==> src/rtl/debug_arb_pkg.sv <==
// Shared types and constants for the CPU debug-port arbiter.
package debug_arb_pkg;

    typedef enum logic {
        IDLE = 1'b0,
        WAIT = 1'b1
    } arb_state_t;

    typedef logic req_id_t;

    localparam int GRANT_CNT_W = 16;

endpackage

==> src/rtl/debug_arb_stats.sv <==
// Per-requester saturating grant counters; only built when DEBUG_ARB_STATS_EN is defined.
module debug_arb_stats
    import debug_arb_pkg::*;
(
    input  logic                   clk,
    input  logic                   RSTN,
    input  logic                   grant0,
    input  logic                   grant1,
    output logic [GRANT_CNT_W-1:0] grant_cnt0,
    output logic [GRANT_CNT_W-1:0] grant_cnt1
);

    // Counters stick at all-ones rather than wrapping.
    always_ff @(posedge clk) begin
        if (!RSTN) begin
            grant_cnt0 <= '0;
            grant_cnt1 <= '0;
        end else begin
            if (grant0 && (grant_cnt0 != '1)) begin
                grant_cnt0 <= grant_cnt0 + GRANT_CNT_W'(1);
            end
            if (grant1 && (grant_cnt1 != '1)) begin
                grant_cnt1 <= grant_cnt1 + GRANT_CNT_W'(1);
            end
        end
    end

endmodule

==> src/rtl/debug_port_arbiter.sv <==
// Two-requester arbiter for the SCPU debug read port. Optional grant statistics
// are enabled with the DEBUG_ARB_STATS_EN macro.
module debug_port_arbiter
    import debug_arb_pkg::*;
#(
    parameter int ADDR_W     = 7,
    parameter int DATA_W     = 32,
    parameter int READ_LAT   = 1,
    parameter int STARVE_MAX = 15
) (
    input  logic                   clk,
    input  logic                   RSTN,
    input  logic                   req0,
    input  logic                   req1,
    input  logic [ADDR_W-1:0]      addr0,
    input  logic [ADDR_W-1:0]      addr1,
    output logic                   ack0,
    output logic                   ack1,
    output logic [DATA_W-1:0]      rdata,
    output logic                   busy,
    output logic [ADDR_W-1:0]      dbg_addr,
    input  logic [DATA_W-1:0]      dbg_data,
    output logic [GRANT_CNT_W-1:0] grant_cnt0,
    output logic [GRANT_CNT_W-1:0] grant_cnt1
);

    // Handshake: a requester holds req (and addr until grant) until it sees its
    // one-cycle ack; rdata is valid exactly in that ack cycle, and a req still
    // high in the ack cycle is arbitrated again as a fresh request.

    localparam logic [2:0] LAT_INIT   = 3'(READ_LAT - 1);
    localparam logic [7:0] STARVE_LIM = 8'(STARVE_MAX);

    arb_state_t  state;
    req_id_t     winner;
    logic [2:0]  lat_cnt;
    logic [7:0]  starve;
    logic        any_req;
    logic        pick1;

    always_comb begin
        any_req = req0 | req1;
        pick1   = req1 & (~req0 | (starve == STARVE_LIM));
    end

    always_ff @(posedge clk) begin
        if (!RSTN) begin
            state    <= IDLE;
            winner   <= 1'b0;
            lat_cnt  <= '0;
            starve   <= '0;
            dbg_addr <= '0;
            rdata    <= '0;
            ack0     <= 1'b0;
            ack1     <= 1'b0;
            busy     <= 1'b0;
        end else begin
            ack0 <= 1'b0;
            ack1 <= 1'b0;
            case (state)
                IDLE: begin
                    if (any_req) begin
                        winner   <= req_id_t'(pick1);
                        dbg_addr <= pick1 ? addr1 : addr0;
                        lat_cnt  <= LAT_INIT;
                        busy     <= 1'b1;
                        state    <= WAIT;
                        // Requester 1 losing implies both were requesting.
                        if (pick1) begin
                            starve <= '0;
                        end else if (req1 && (starve != STARVE_LIM)) begin
                            starve <= starve + 8'd1;
                        end
                    end
                end
                WAIT: begin
                    if (lat_cnt != 3'd0) begin
                        lat_cnt <= lat_cnt - 3'd1;
                    end else begin
                        rdata <= dbg_data;
                        ack0  <= (winner == 1'b0);
                        ack1  <= (winner == 1'b1);
                        busy  <= 1'b0;
                        state <= IDLE;
                    end
                end
                default: state <= IDLE;
            endcase
        end
    end

`ifdef DEBUG_ARB_STATS_EN
    logic grant0;
    logic grant1;

    assign grant0 = (state == IDLE) & any_req & ~pick1;
    assign grant1 = (state == IDLE) & any_req & pick1;

    debug_arb_stats u_stats (
        .clk        (clk),
        .RSTN       (RSTN),
        .grant0     (grant0),
        .grant1     (grant1),
        .grant_cnt0 (grant_cnt0),
        .grant_cnt1 (grant_cnt1)
    );
`else
    assign grant_cnt0 = '0;
    assign grant_cnt1 = '0;
`endif

endmodule

==> config.mk <==
export PLATFORM = sky130hd
export DESIGN_NAME = debug_port_arbiter
export DESIGN_NICKNAME = d
export VERILOG_FILES = /design/src/rtl/debug_arb_pkg.sv /design/src/rtl/debug_arb_stats.sv /design/src/rtl/debug_port_arbiter.sv
export SDC_FILE = /design/constraint.sdc
export NUM_CORES = 1
export LEC_CHECK = 0
export ABC_AREA = 1
export CAP_MARGIN = 10
export CORE_MARGIN = 4
export CORE_UTILIZATION = 25
export CTS_BUF_LIST = sky130_fd_sc_hd__clkbuf_8
export CTS_CLUSTER_SIZE = 28
export DETAILED_ROUTE_END_ITERATION = 8
export PLACE_DENSITY_LB_ADDON = 0.2
export SYNTH_ARGS = -nofsm -noshare
export SYNTH_HDL_FRONTEND = slang
export SYNTH_HIERARCHICAL = 1
export SYNTH_SLANG_ARGS = --single-unit
==> constraint.sdc <==
create_clock -name clk -period 1.7 [get_ports clk]
set_clock_uncertainty 0.1 [all_clocks]
set_input_delay 0.34 -clock clk [delete_from_list [all_inputs] [get_ports clk]]
set_output_delay 0.34 -clock clk [all_outputs]
set_load 0.01 [all_outputs]
==> results.md, run 1 <==
- Number of logic stages on the critical path including buffering: 1
- Final-report setup violation count: 0
- Vertical die dimension: 107.4 um
- Count of endpoints failing hold in the final timing report: 0
- Average footprint of a synthesized cell: 7.799 um2
- Vias: 2122
- Minimum clock period after layout: 1.639 ns
- Number of global-route vias before repair: 2000
- DRC Markers: 0
- Period Utilization, post-route: 0.9643
- Reg-to-reg critical path startpoint: starve[1]
- Flip-flop and latch count after synthesis: 55
- Die Outline Area: 11540 um2
- Number of violations of the max-capacitance limit: 0
- Worst-path clk slew: 0.10 ns
- Buffers inserted by post-CTS timing repair: 0
- TritonCTS clock tree: built
- Chip Width: 107.4 um
- Warnings from Yosys: 6
- Number of cells on the worst reg-to-reg path: 7
- Hold buffers post-CTS: 0
- Critical path capture point type: output pin
- Highest ir drop seen on vdd: 0.0003251 V
- Dpl hpwl: 4424 um
- Root Buffer: sky130_fd_sc_hd__clkbuf_8
- Largest net degree at the start of global routing: 22
- Share of synthesized area occupied by flip-flops and latches: 0.4453
- Initial cell density of the core: 0.2553
- Number of buffers inserted during clock tree synthesis: 5
- First-pass GRT wire length: between 9000 and 10000 um
- Cell depth of the worst min-delay path: 1
- Slew Viols, Final: 0
- H-Tree Depth: 2
- Outcome: finished clean
- Final-layout fill cell count: 1037
- Slowest Stage Delay on Critical Path: 0.55 ns
- Count of nets after finishing: 474
- Summed instance area of the synthesized netlist: 2472 um2
- Arrival time at the worst endpoint: 1.20 ns
- Row cnt: 36
- Commonest non-fill, non-tap cells in the layout: sky130_fd_sc_hd__inv_1 (91), sky130_fd_sc_hd__clkdlybuf4s50_1 (86), sky130_fd_sc_hd__dfxtp_1 (55)
- Maximum clock insertion buffer count: 2
- Clock latency on the worst-skew pair: about 0.3 ns
- Routability Congestion: 0.7802
- Placed insts: 547
- Buffering stage count on the worst path with inverters included: 1
- Overflow after GRT: 0
- Kind of cell adding the most delay to the critical path: buffers and inverters
- Largest fanout of any net on the critical path: 2
- Number of DRC markers in iteration 0: 83
- Sink Count: 55
- Number of standard cells after synthesis: between 300 and 400
- Final design instance area without fill: 3605 um2
- Average wire length per cell after detail routing: 10.27 um
- Per-cell via count in the routed design: ~3.8
- Total detailed-routing wirelength: 5701 um
- Total GRT Usage: 0.09646
- Synthesis-to-finish area growth: 45.80%
- Ratio of total power to cell area: 742.1 nW/um2
- First-pass detailed-route iteration total: 4
- Tightest Hold Check Type: reg -> reg
- HP Start: lat_cnt[2]
- Number of distinct library cell variants in the gate-level netlist after synthesis: 28
- Setup repair after global routing missed its margin: no
- Residual antenna-violating net count after detailed routing: 0
- Antenna cells: 0
- Count of cells resized by post-cts repair: 0
- Cell breakdown of the critical path: clkdlybuf4s50_1
- Maximum operating frequency: 610.0 MHz
- Final standard cell count with taps included and fillers excluded: 555
- Worst Setup Start Kind: flip-flop
- Antenna violations before repair: 0
- Core Region: ~9700 um2
- Number of buffers added on ports: 91
- Static leakage: 1.668 nW
- Type of the worst setup path: reg -> out
- Post-DP Area: 3508 um2
- Fraction of layout instances using a drive strength above 1: 0.07820
- Origin of the worst setup path: dbg_addr[0]
- I/O pin cnt: 124
- Cell with the biggest individual delay on the critical path: sky130_fd_sc_hd__clkdlybuf4s50_1
- Required time at the worst-slack endpoint: 1.26 ns
- Most common cell after layout, fill and taps aside: sky130_fd_sc_hd__inv_1
-- through the flow --
step                TNS, ns  hold slack (ns)    util  setup slack (ns)  power (mW)
floorplan                 0           0.3124       -            0.2715       1.740
global placement    -0.1896           0.3328  0.3623          -0.06262       2.019
detailed placement  -0.3640           0.3298  0.3623          -0.08138       2.024
CTS                       0           0.3489  0.3707           0.02329       2.731
global route              0           0.3819  0.3722          0.001425       2.831
finish                    0           0.3545  0.3722           0.06077       2.675
-- report_power, final --
| part | internal [mW] | switching [mW] | leakage [nW] | total (mW) |
|---|---|---|---|---|
| Combinational | 0.319 | 0.260 | 1.17 | 0.579 |
| Sequential | 1.37 | 0.0403 | 0.450 | 1.41 |
| Clock | 0.279 | 0.410 | 0.0505 | 0.689 |
| Total | 1.96 | 0.710 | 1.67 | 2.67 |
-- metal layers --
| layer | GRT usage | vias to the layer above | wire (um) |
|---|---|---|---|
| met5 | 0 | - | 0 |
| met3 | 0.02819 | 2 | 478 |
| li1 | - | 1107 | - |
| met2 | 0.1658 | 80 | 2748 |
| met4 | 0.02885 | 0 | 27 |
| met1 | 0.1163 | 933 | 2446 |
-- worst paths after layout --
path / slack (ns) / endpoint
hold / removal: 0.35 / lat_cnt[2]
hold reg to reg: 0.35 / lat_cnt[2]
setup reg to reg: 0.19 / dbg_addr[4]
setup / recovery: 0.06 / dbg_addr[0]
-- state kept, by name, indices dropped and copies added (netlist names), 3 cells and up --
register and count:
starve 8, rdata 32, dbg_addr 7, lat_cnt 3
-- cell type report --
type | count | area (um2) | share of cell area
flip-flops and latches | 55 | 1101 | 0.3055
repair buffers | 106 | 1049 | 0.2909
multi-input cells | 162 | 860.8 | 0.2388
inverters | 91 | 346.6 | 0.09615
well taps | 133 | 166.4 | 0.04616
clock buffers | 5 | 68.82 | 0.01909
clock inverters | 3 | 12.51 | 0.003471
-- synthesized netlist by cell type --
cell | instances | area, um2
sky130_fd_sc_hd__a211oi_2 | 1 | 12.51
sky130_fd_sc_hd__a21oi_1 | 10 | 50.05
sky130_fd_sc_hd__a31oi_1 | 1 | 6.260
sky130_fd_sc_hd__buf_2 | 4 | 20.02
sky130_fd_sc_hd__buf_4 | 32 | 240.2
sky130_fd_sc_hd__buf_6 | 1 | 11.26
sky130_fd_sc_hd__clkbuf_1 | 3 | 11.26
sky130_fd_sc_hd__conb_1 | 1 | 3.750
sky130_fd_sc_hd__dfxtp_1 | 55 | 1101
sky130_fd_sc_hd__ha_1 | 3 | 37.54
sky130_fd_sc_hd__inv_1 | 89 | 334.1
sky130_fd_sc_hd__inv_2 | 1 | 3.750
sky130_fd_sc_hd__inv_6 | 1 | 8.760
sky130_fd_sc_hd__nand2_1 | 30 | 112.6
sky130_fd_sc_hd__nand2_4 | 2 | 22.52
sky130_fd_sc_hd__nand3_1 | 17 | 85.08
sky130_fd_sc_hd__nand3_2 | 1 | 10.01
sky130_fd_sc_hd__nand4_1 | 1 | 6.260
sky130_fd_sc_hd__nor2_1 | 18 | 67.56
sky130_fd_sc_hd__nor2_4 | 1 | 11.26
sky130_fd_sc_hd__nor3_1 | 3 | 15.01
sky130_fd_sc_hd__o21ai_2 | 1 | 8.760
sky130_fd_sc_hd__o21ai_4 | 1 | 16.27
sky130_fd_sc_hd__o21bai_1 | 1 | 7.510
sky130_fd_sc_hd__o21bai_4 | 1 | 18.77
sky130_fd_sc_hd__o22ai_1 | 32 | 200.2
sky130_fd_sc_hd__or2_2 | 1 | 6.260
sky130_fd_sc_hd__xor2_1 | 5 | 43.79
-- kinds of logic (layout without fill, tap and decap cells) --
group           after synthesis  count (layout)  share of synthesized area
compound gates               48              48                     0.1296
other cells                   1              32                   0.001517
simple gates                 74              74                     0.1361
buf+inv                     131             205                     0.2546
fa+ha+maj                     3               3                    0.01518
flops                        55              55                     0.4453
xor+xnor                      5               5                    0.01771
No activity file was read; power rests on OpenSTA's default activity.
==> inputs of run 2 (changes only) <==
GPL_TIMING_DRIVEN = 0   (was default)
==> results.md, run 2 (synthesized netlist as in run 1, its figures left out) <==
- Type of the worst setup path: reg -> out
- Number of violations of the max-capacitance limit: 0 (unchanged)
- Number of buffers inserted during clock tree synthesis: 5 (unchanged)
- I/O pin cnt: 124 (unchanged)
- Final setup margin: 0.05621 ns (-0.004562 ns)
- Slowest Stage Delay on Critical Path: 0.57 ns (+0.02 ns)
- Largest fanout of any net on the critical path: 2 (unchanged)
- Registers with the most flip-flops: rdata (32), starve (8), dbg_addr (7)
- Cell with the biggest individual delay on the critical path: sky130_fd_sc_hd__clkdlybuf4s50_1
- Slew Viols, Final: 0 (unchanged)
- Final-report setup violation count: 0 (unchanged)
- Cell breakdown of the critical path: clkdlybuf4s50_1
- Chip Width: 107.4 um (unchanged)
- Minimum clock period after layout: 1.644 ns (+0.004562 ns)
- Maximum clock insertion buffer count: 2 (unchanged)
- Setup repair after global routing missed its margin: no
- Vias: 2189 (+3.2%)
- Routed length on met2: 2704 um (-1.6%)
- Register bank with the most flops: rdata
- Tightest Hold Check Type: in -> reg
- Critical path capture point type: output pin
- Sink Count: 55 (unchanged)
- Final-layout fill cell count: 1020 (-1.6%)
- Vertical die dimension: 107.4 um (unchanged)
- Number of buffers added on ports: 90 (-1.1%)
- Static leakage: 1.798 nW (+7.8%)
- Max Used Layer: met4
- Row cnt: 36 (unchanged)
- Wire length on met1: 2708 um (+11%)
- Worst-path clk slew: 0.10 ns (about the same)
- Dpl hpwl: 4642 um (+4.9%)
- Initial cell density of the core: 0.2553 (unchanged)
- First-pass detailed-route iteration total: 4 (unchanged)
- Antenna violations before repair: 0 (unchanged)
- Average wire length per cell after detail routing: 10.30 um (+0.25%)
- Clock latency on the worst-skew pair: 0.30 ns (about the same)
- Met3 routed WL: 531 um (+11%)
- Util after Layout: 0.3921 (+0.01990)
- Commonest non-fill, non-tap cells in the layout: sky130_fd_sc_hd__inv_1 (91), sky130_fd_sc_hd__clkdlybuf4s50_1 (86), sky130_fd_sc_hd__dfxtp_1 (55)
- Worst Setup Start Kind: flip-flop
- First-pass GRT wire length: 9694 um (+6.7%)
- Ratio of total power to cell area: 714.6 nW/um2 (-3.7%)
- Period Utilization, post-route: 0.9669 (+0.002683)
- Required time at the worst-slack endpoint: 1.26 ns (about the same)
- Highest ir drop seen on vdd: 0.0003538 V (+8.8%)
- Total detailed-routing wirelength: 5993 um (+5.1%)
- Per-cell via count in the routed design: 3.761 (-1.6%)
- Core Region: 9684 um2 (unchanged)
- Kind of cell adding the most delay to the critical path: buffers and inverters
- Total GRT Usage: 0.1032 (+0.006778)
- H-Tree Depth: 2 (unchanged)
- Number of DRC markers in iteration 0: 53 (-36%)
- Fin Setup TNS: 0 ns (unchanged)
- Die Outline Area: 11540 um2 (unchanged)
- Synthesis-to-finish area growth: 53.59%
- Most common cell after layout, fill and taps aside: sky130_fd_sc_hd__inv_1
- Fraction of layout instances using a drive strength above 1: 0.1336 (+0.05543)
- Worst Setup Slack post-DPL: -0.3723 ns (-0.2910 ns)
- DRC Markers: 0 (unchanged)
- Number of global-route vias before repair: 2066 (+3.3%)
- Antenna cells: 0 (unchanged)
- Overflow after GRT: 0 (unchanged)
- Root Buffer: sky130_fd_sc_hd__clkbuf_8
- Outcome: finished clean
- Count of nets after finishing: 501 (+5.7%)
- TritonCTS clock tree: built
- Count of endpoints failing hold in the final timing report: 0 (unchanged)
- Buffering stage count on the worst path with inverters included: 1 (unchanged)
- Largest register FFs: 32 (unchanged)
- Routability Congestion: 0.7330 (-6.0%)
- Residual antenna-violating net count after detailed routing: 0 (unchanged)
- Largest net degree at the start of global routing: 16 (-27%)
- Arrival time at the worst endpoint: 1.20 ns (about the same)
- Maximum operating frequency: 608.3 MHz (-0.28%)
## run 2: cell count changes in the layout (fill, tap and decap cells not counted)
cell	change
sky130_fd_sc_hd__buf_4	+20
sky130_fd_sc_hd__o21ai_2	-1
sky130_fd_sc_hd__buf_2	+3
sky130_fd_sc_hd__dlymetal6s2s_1	-1
sky130_fd_sc_hd__clkbuf_4	+1
sky130_fd_sc_hd__o21ai_4	+1
sky130_fd_sc_hd__clkbuf_2	+2
sky130_fd_sc_hd__clkbuf_1	+1
sky130_fd_sc_hd__buf_6	+1
## run 2: metal layers
metal / up-vias / GRT usage
met4: 0 / 0.02254
met3: 5 / 0.03479
met5: - / 0
li1: 1165 / -
met1: 943 / 0.1285
met2: 76 / 0.1734
## run 2: worst reg2reg max path, stage by stage (launching register included)
cell,delay (ns)
sky130_fd_sc_hd__dfxtp_1,0.31
sky130_fd_sc_hd__inv_1,0.11
sky130_fd_sc_hd__ha_1,0.19
sky130_fd_sc_hd__nand2_1,0.10
sky130_fd_sc_hd__o21ai_4,0.23
sky130_fd_sc_hd__buf_2,0.28
sky130_fd_sc_hd__o22ai_1,0.10
## run 2: path summary, 6_finish.rpt
check             slack [ns]  depth (start not counted)          to       start
setup / recovery        0.06                          1   rdata[16]   rdata[16]
hold / removal          0.31                          4   starve[1]        req1
setup reg to reg        0.16                          6    rdata[6]  lat_cnt[0]
hold reg to reg         0.35                          1  lat_cnt[2]  lat_cnt[2]
## run 2: what timing repair did
| action | CTS | global route |
|---|---|---|
| hold buffers | 0 | 0 |
| cloned | 0 | 0 |
| setup buffers | 2 | 1 |
| pin swaps | 1 | 1 |
| gates resized for setup | 1 | 10 |
| endpoints found under the setup margin | 24 | 49 |
## run 2: area by class of cell
class / count / area, um2 / share of cell area
multi-input cells: 162 / 868.3 / 0.2287
plain buffers: 40 / 287.8 / 0.07578
clock buffers: 5 / 68.82 / 0.01812
inverters: 91 / 346.6 / 0.09127
repair buffers: 93 / 945.9 / 0.2491
flip-flops and latches: 55 / 1101 / 0.2900
well taps: 133 / 166.4 / 0.04382
clock inverters: 3 / 12.51 / 0.003295
## run 2: power breakdown
part,switching (mW),internal (mW),leakage [nW]
registers,0.0392,1.37,0.450
clock network,0.409,0.279,0.0505
logic,0.271,0.349,1.30
## run 2: stage by stage
stage | hold slack, ns | power, mW | cell area (um2) | instances
4_1_cts | 0.3029 | 2.764 | 3755 | 581
2_1_floorplan | 0.3124 | 1.740 | 2589 | 348
3_3_place_gp | 0.3256 | 2.042 | 3656 | 571
3_5_place_dp | 0.3335 | 2.048 | 3656 | 571
6_report | 0.3145 | 2.714 | 3797 | 582
5_1_grt | 0.3214 | 2.878 | 3797 | 582
